--- src/rtl/ex_muldiv.sv ---
// Execute stage: single-cycle ALU/HI-LO ops plus an iterative restoring divider
// that stalls upstream for DATA_W cycles.
module ex_muldiv #(
    parameter int DATA_W  = 32,
    parameter int RADDR_W = 5,
    parameter int SH_W    = 5
) (
    input  logic               clk,
    input  logic               rst,
    input  logic               valid_i,
    input  logic [4:0]         aluop_i,
    input  logic [DATA_W-1:0]  reg1_i,
    input  logic [DATA_W-1:0]  reg2_i,
    input  logic [RADDR_W-1:0] wd_i,
    input  logic               wreg_i,
    input  logic               flush_i,
    output logic               stall_o,
    output logic               valid_o,
    output logic [RADDR_W-1:0] wd_o,
    output logic               wreg_o,
    output logic [DATA_W-1:0]  wdata_o,
    output logic [DATA_W-1:0]  hi_o,
    output logic [DATA_W-1:0]  lo_o
);

    typedef enum logic [4:0] {
        OP_NOP  = 5'd0,  OP_OR   = 5'd1,  OP_AND  = 5'd2,  OP_XOR  = 5'd3,
        OP_NOR  = 5'd4,  OP_SLL  = 5'd5,  OP_SRL  = 5'd6,  OP_SRA  = 5'd7,
        OP_ADDU = 5'd8,  OP_SUBU = 5'd9,  OP_SLT  = 5'd10, OP_SLTU = 5'd11,
        OP_MFHI = 5'd12, OP_MFLO = 5'd13, OP_MTHI = 5'd14, OP_MTLO = 5'd15,
        OP_DIV  = 5'd16, OP_DIVU = 5'd17
    } aluop_t;

    typedef enum logic {IDLE, DIV_RUN} state_t;

    state_t state, state_nxt;

    logic [SH_W-1:0]   cnt;
    logic [DATA_W-1:0] rem, quo, dvs;
    logic              neg_q, neg_r, div_zero;

    logic              accept, is_div, signed_div, writes_gpr, last;
    logic [SH_W-1:0]   sh;
    logic [DATA_W-1:0] alu_res, mag_a, mag_b;
    logic [DATA_W:0]   shifted;
    logic [DATA_W-1:0] diff, rem_step, quo_step;
    logic              fits;

    assign stall_o    = (state == DIV_RUN);
    assign accept     = valid_i && (state == IDLE) && !flush_i;
    assign is_div     = (aluop_i == OP_DIV) || (aluop_i == OP_DIVU);
    assign signed_div = (aluop_i == OP_DIV);
    assign writes_gpr = (aluop_i >= OP_OR) && (aluop_i <= OP_MFLO);
    assign last       = (cnt == SH_W'(DATA_W - 1));
    assign sh         = reg1_i[SH_W-1:0];

    assign mag_a = (signed_div && reg1_i[DATA_W-1]) ? -reg1_i : reg1_i;
    assign mag_b = (signed_div && reg2_i[DATA_W-1]) ? -reg2_i : reg2_i;

    // One restoring step: the low DATA_W bits of the difference are exact whenever the trial fits.
    assign shifted  = {rem, quo[DATA_W-1]};
    assign fits     = (shifted >= {1'b0, dvs});
    assign diff     = shifted[DATA_W-1:0] - dvs;
    assign rem_step = fits ? diff : shifted[DATA_W-1:0];
    assign quo_step = {quo[DATA_W-2:0], fits};

    always_comb begin
        alu_res = '0;
        case (aluop_i)
            OP_OR:   alu_res = reg1_i | reg2_i;
            OP_AND:  alu_res = reg1_i & reg2_i;
            OP_XOR:  alu_res = reg1_i ^ reg2_i;
            OP_NOR:  alu_res = ~(reg1_i | reg2_i);
            OP_SLL:  alu_res = reg2_i << sh;
            OP_SRL:  alu_res = reg2_i >> sh;
            OP_SRA:  alu_res = $unsigned($signed(reg2_i) >>> sh);
            OP_ADDU: alu_res = reg1_i + reg2_i;
            OP_SUBU: alu_res = reg1_i - reg2_i;
            OP_SLT:  alu_res = DATA_W'($signed(reg1_i) < $signed(reg2_i));
            OP_SLTU: alu_res = DATA_W'(reg1_i < reg2_i);
            OP_MFHI: alu_res = hi_o;
            OP_MFLO: alu_res = lo_o;
            default: alu_res = '0;
        endcase
    end

    always_comb begin
        state_nxt = state;
        case (state)
            IDLE:    if (accept && is_div) state_nxt = DIV_RUN;
            DIV_RUN: if (flush_i || last)  state_nxt = IDLE;
            default: state_nxt = IDLE;
        endcase
    end

    always_ff @(posedge clk) begin
        if (rst) state <= IDLE;
        else     state <= state_nxt;
    end

    always_ff @(posedge clk) begin
        if (rst) begin
            valid_o  <= 1'b0;
            wd_o     <= '0;
            wreg_o   <= 1'b0;
            wdata_o  <= '0;
            hi_o     <= '0;
            lo_o     <= '0;
            cnt      <= '0;
            rem      <= '0;
            quo      <= '0;
            dvs      <= '0;
            neg_q    <= 1'b0;
            neg_r    <= 1'b0;
            div_zero <= 1'b0;
        end else begin
            valid_o <= 1'b0;
            wreg_o  <= 1'b0;
            if (state == IDLE) begin
                if (accept) begin
                    valid_o <= !is_div;
                    wreg_o  <= wreg_i && writes_gpr;
                    wd_o    <= wd_i;
                    wdata_o <= alu_res;
                    if (aluop_i == OP_MTHI) hi_o <= reg1_i;
                    if (aluop_i == OP_MTLO) lo_o <= reg1_i;
                    if (is_div) begin
                        rem      <= '0;
                        quo      <= mag_a;
                        dvs      <= mag_b;
                        cnt      <= '0;
                        neg_q    <= signed_div && (reg1_i[DATA_W-1] ^ reg2_i[DATA_W-1]);
                        neg_r    <= signed_div && reg1_i[DATA_W-1];
                        div_zero <= (reg2_i == '0);
                    end
                end
            end else if (!flush_i) begin
                rem <= rem_step;
                quo <= quo_step;
                cnt <= cnt + 1'b1;
                if (last) begin
                    valid_o <= 1'b1;
                    lo_o    <= div_zero ? '1 : (neg_q ? -quo_step : quo_step);
                    hi_o    <= neg_r ? -rem_step : rem_step;
                end
            end
        end
    end

endmodule

--- config.mk ---
export PLATFORM = sky130hd
export DESIGN_NAME = ex_muldiv
export DESIGN_NICKNAME = d
export VERILOG_FILES = /design/src/rtl/ex_muldiv.sv
export SDC_FILE = /design/constraint.sdc
export NUM_CORES = 1
export LEC_CHECK = 0
export BUFFER_PORTS_ARGS = -buffer_cell sky130_fd_sc_hd__buf_2
export CAP_MARGIN = 10
export CORE_UTILIZATION = 25
export DETAILED_ROUTE_END_ITERATION = 7
export SLEW_MARGIN = 20
export SYNTH_ARGS = -nofsm -noshare
export SYNTH_HDL_FRONTEND = slang
export SYNTH_SLANG_ARGS = --single-unit
--- constraint.sdc ---
create_clock -name clk -period 7 [get_ports clk]
set_input_delay 1.75 -clock clk [delete_from_list [all_inputs] [get_ports clk]]
set_output_delay 1.75 -clock clk [all_outputs]
set_load 0.02 [all_outputs]
==> summary.txt <==
Placement
  • GP Congestion: 1.05
  • Port bufs: 182
  • HPWL Detailed: 93.2 mm
  • DP Cell Count: around 4300

Setup path
  • Worst Setup Start Kind: register
  • CP endpoint kind: register
  • CP max stage cell: or2_2
  • CP max FO: 29
  • Worst path max stage delay: ~620 ps
  • Setup CP Type: register to register
  • Worst path cell trace: ha_1 > nand4_1 > nor4_1 > a21oi_1 > o221ai_1 > or2_2 > mux2i_1 > ha_1 > nand2_1 > or4_1 > nor4_2 > a31oi_1 > o41ai_1 > xnor2_1 > a21oi_1 > nor3_1
  • WP data required: about 7500 ps
  • Critical path arrival: between 6000 and 7000 ps

Clock tree
  • Clock transition at path regs: around 70 ps
  • CTS max path bufs: 3
  • TritonCTS clock tree: built
  • Insertion delay to the later sink of the worst-skew pair: between 600 and 700 ps
  • Resize count post-CTS: 0
  • Htree depth: 1
  • Sink Count: 208
  • CTS Hold Bufs: 0
  • Num CTS Buffers: 29
  • Root Buffer: clkbuf_16
  • Post-CTS Setup Inserts: 0

Yosys
  • Post-synth cell types: 86
  • Avg Inst Size Synth: slightly above 7 um^2
  • Sequential fraction of the synthesis area: 0.190
  • Gate Count Post-Synth: around 3100
  • Mapped cell area: 21900 um^2
  • FF+latch count, synth: approximately 210
  • Main synth FF type: dfxtp_1
  • Syn Nets: 3324
  • Number of synthesized flops with an enable pin: 0
  • Async set or reset register ratio after synthesis: 0
  • Synth warn: 0

Global routing
  • Vias in the first global route: 22779
  • Antenna violations before repair: 13
  • First-pass GRT wire length: approximately 170 mm
  • All-Layer GR Usage: 0.257
  • Overflow after GRT: 0
  • Pin count of the biggest net entering global routing: 152

Drt
  • Routed vias/inst: approximately 6
  • DRT Wirelength: roughly 120 mm
  • Drt pass-1 iters: 8
  • Via count: around 26000
  • 1st-iter DRT viols: 3944
  • Remaining DRCs: 18
  • Post-route ant nets: 0
  • Post-DR wirelength/cell: approximately 28 um

Finish
  • Count of non-filler cells in the finished layout: about 4300
  • Synth-to-Final Area Change: 13.1%
  • Share of post-route cells with drive strength above 1: 0.119
  • Seq. cell area: approximately 4200 um^2
  • Nets@finish: approximately 3300
  • Area of the multi-input gates: roughly 16000 um^2
  • Post-route core utilization: 0.286
  • Fillers: around 9600

Floorplanning
  • Die width: about 300 um
  • Die footprint: 88900 um^2
  • Core ar.: a little under 90000 um^2
  • Ports: ~180
  • Initial Util: 0.252
  • Row cnt: roughly 110
  • Die Span Y: 298 um

Run status
  • Violations in the final reports: DRC
  • Status: finished with violations

Timing
  • Final min period: around 5700 ps
  • Max Slew Vio Count: 0
  • Min Hold Slack: between 400 and 500 ps
  • Relative slew margins: 0.226
  • Final Hold Vio Count: 0
  • Setup violations, final: 0
  • Setup tns final: 0 ps
  • Worst Max-Slew Pin Slew: approximately 1200 ps
  • Fmax: approximately 180 MHz
  • Setup repair after global routing missed its margin: false
  • Period Utilization, post-route: 0.815
  • Worst Skew: 21.5 ps

Min path
  • Hold Crit Class: register to register

Power
  • Max VDD drop: ~0.00018 V
  • P_leak: 9.65 nW
  • Final Power: roughly 4.2 mW
  • Power Density: around 170 nW/um^2

Job
  • MaxCap Viol Count: 0
-- layout make-up --
cell class | count | share of cell area
multi-input combinational | 2504 | 0.658
clock inverter | 14 | 0.00494
timing repair buffer | 237 | 0.0542
clock buffer | 39 | 0.0340
antenna | 3 | 0.000303
inverter | 146 | 0.0222
tap | 1155 | 0.0582
sequential | 208 | 0.168
-- per-stage QoR --
stage	instance area (um^2)	setup slack, ps
2_1_floorplan	21900	853
3_3_place_gp	23800	1150
3_5_place_dp	23800	1180
4_1_cts	24800	1400
5_1_grt	24800	861
6_report	24800	1290
-- critical path: cells and delay by family (launching register included) --
family	cells	cell delay (ps)
flops	1	380
compound gates	5	1340
simple gates	7	2410
fa+ha+maj	2	850
xor+xnor	1	240
mux	1	400
-- registers in the layout (all words and copies together), names as in the netlist --
name	count
cnt	5
div_zero	1
dvs	32
hi_o	32
lo_o	32
neg_q	1
neg_r	1
quo	32
rem	32
stall_o	1
valid_o	1
wd_o	5
wdata_o	32
wreg_o	1
-- power by group --
group | switching [mW] | internal (mW) | total [mW] | leakage (nW)
logic | 1.02 | 0.444 | 1.46 | 7.49
clock network | 0.656 | 0.880 | 1.54 | 0.481
registers | 0.0150 | 1.20 | 1.21 | 1.68
-- worst paths after layout --
kind	startpoint	endpoint	slack, ps	cells after the start
hold / removal	wd_o[2]	wd_o[2]	450	2
setup reg to reg	rem[7]	hi_o[20]	1290	16
hold reg to reg	wd_o[2]	wd_o[2]	450	2
setup / recovery	rem[7]	hi_o[20]	1290	16
-- cell families after synthesis --
family,share of synthesized area
compound gates,0.302
xor+xnor,0.0599
fa+ha+maj,0.0792
buf+inv,0.0692
flops,0.190
mux,0.0768
simple gates,0.223
-- cell usage in the layout, fill, tap and decap left out, types with 39 or more instances in the layout --
cell type and n:
mux4_2 39, nand2_1 312, dfxtp_1 207, xor2_1 52, xnor2_1 98, nor2_1 414, a31oi_1 53, o21ai_0 247
ha_1 134, mux2i_1 76, a21oi_1 243, nand3_1 58, inv_1 140, nor3_1 88, a221oi_1 62, a211oi_1 99
buf_4 55, o211ai_1 40, buf_2 180
-- Yosys cell counts (all sizes together) (7+ instances only) --
library cell  number  area [um^2]
nand4             25          156
nor2             416         1560
a211oi            99          743
or2               10         62.6
o221ai             7         61.3
ha               134         1680
or4               16          120
a41oi              8         70.1
mux4              39          878
o22ai              7         43.8
inv              143          539
a221o              7         70.1
o21ai            250         1250
clkbuf           208          781
buf               42          185
a21o              22          165
mux2i             76          761
and2              12         75.1
o211ai            40          300
nand2            313         1170
o31ai             28          210
a221oi            62          543
a31oi             53          332
xnor2             98          858
a211o             21          184
or3               30          188
o41ai             17          156
a311oi            16          140
a2111oi           13          140
nand3             58          290
a222oi            14          140
and3              16          100
xor2              52          455
dfxtp            208         4160
nor3b             10         75.1
nor3              91          455
o21a              11         82.6
nand2b            30          188
a22oi             15          113
nor4              29          188
o2111ai           10         87.6
o21bai            19          143
nor2b             13         81.3
a21oi            244         1220
-- layer usage --
layer  vias up  routed length (um)  track usage
li1      11399                   -            -
met1     12311               51100        0.372
met3       272               14800       0.0587
met2      1788               47000        0.351
met4        10                7200        0.127
met5         -                  88            0
(Power assumes the default switching activity.)
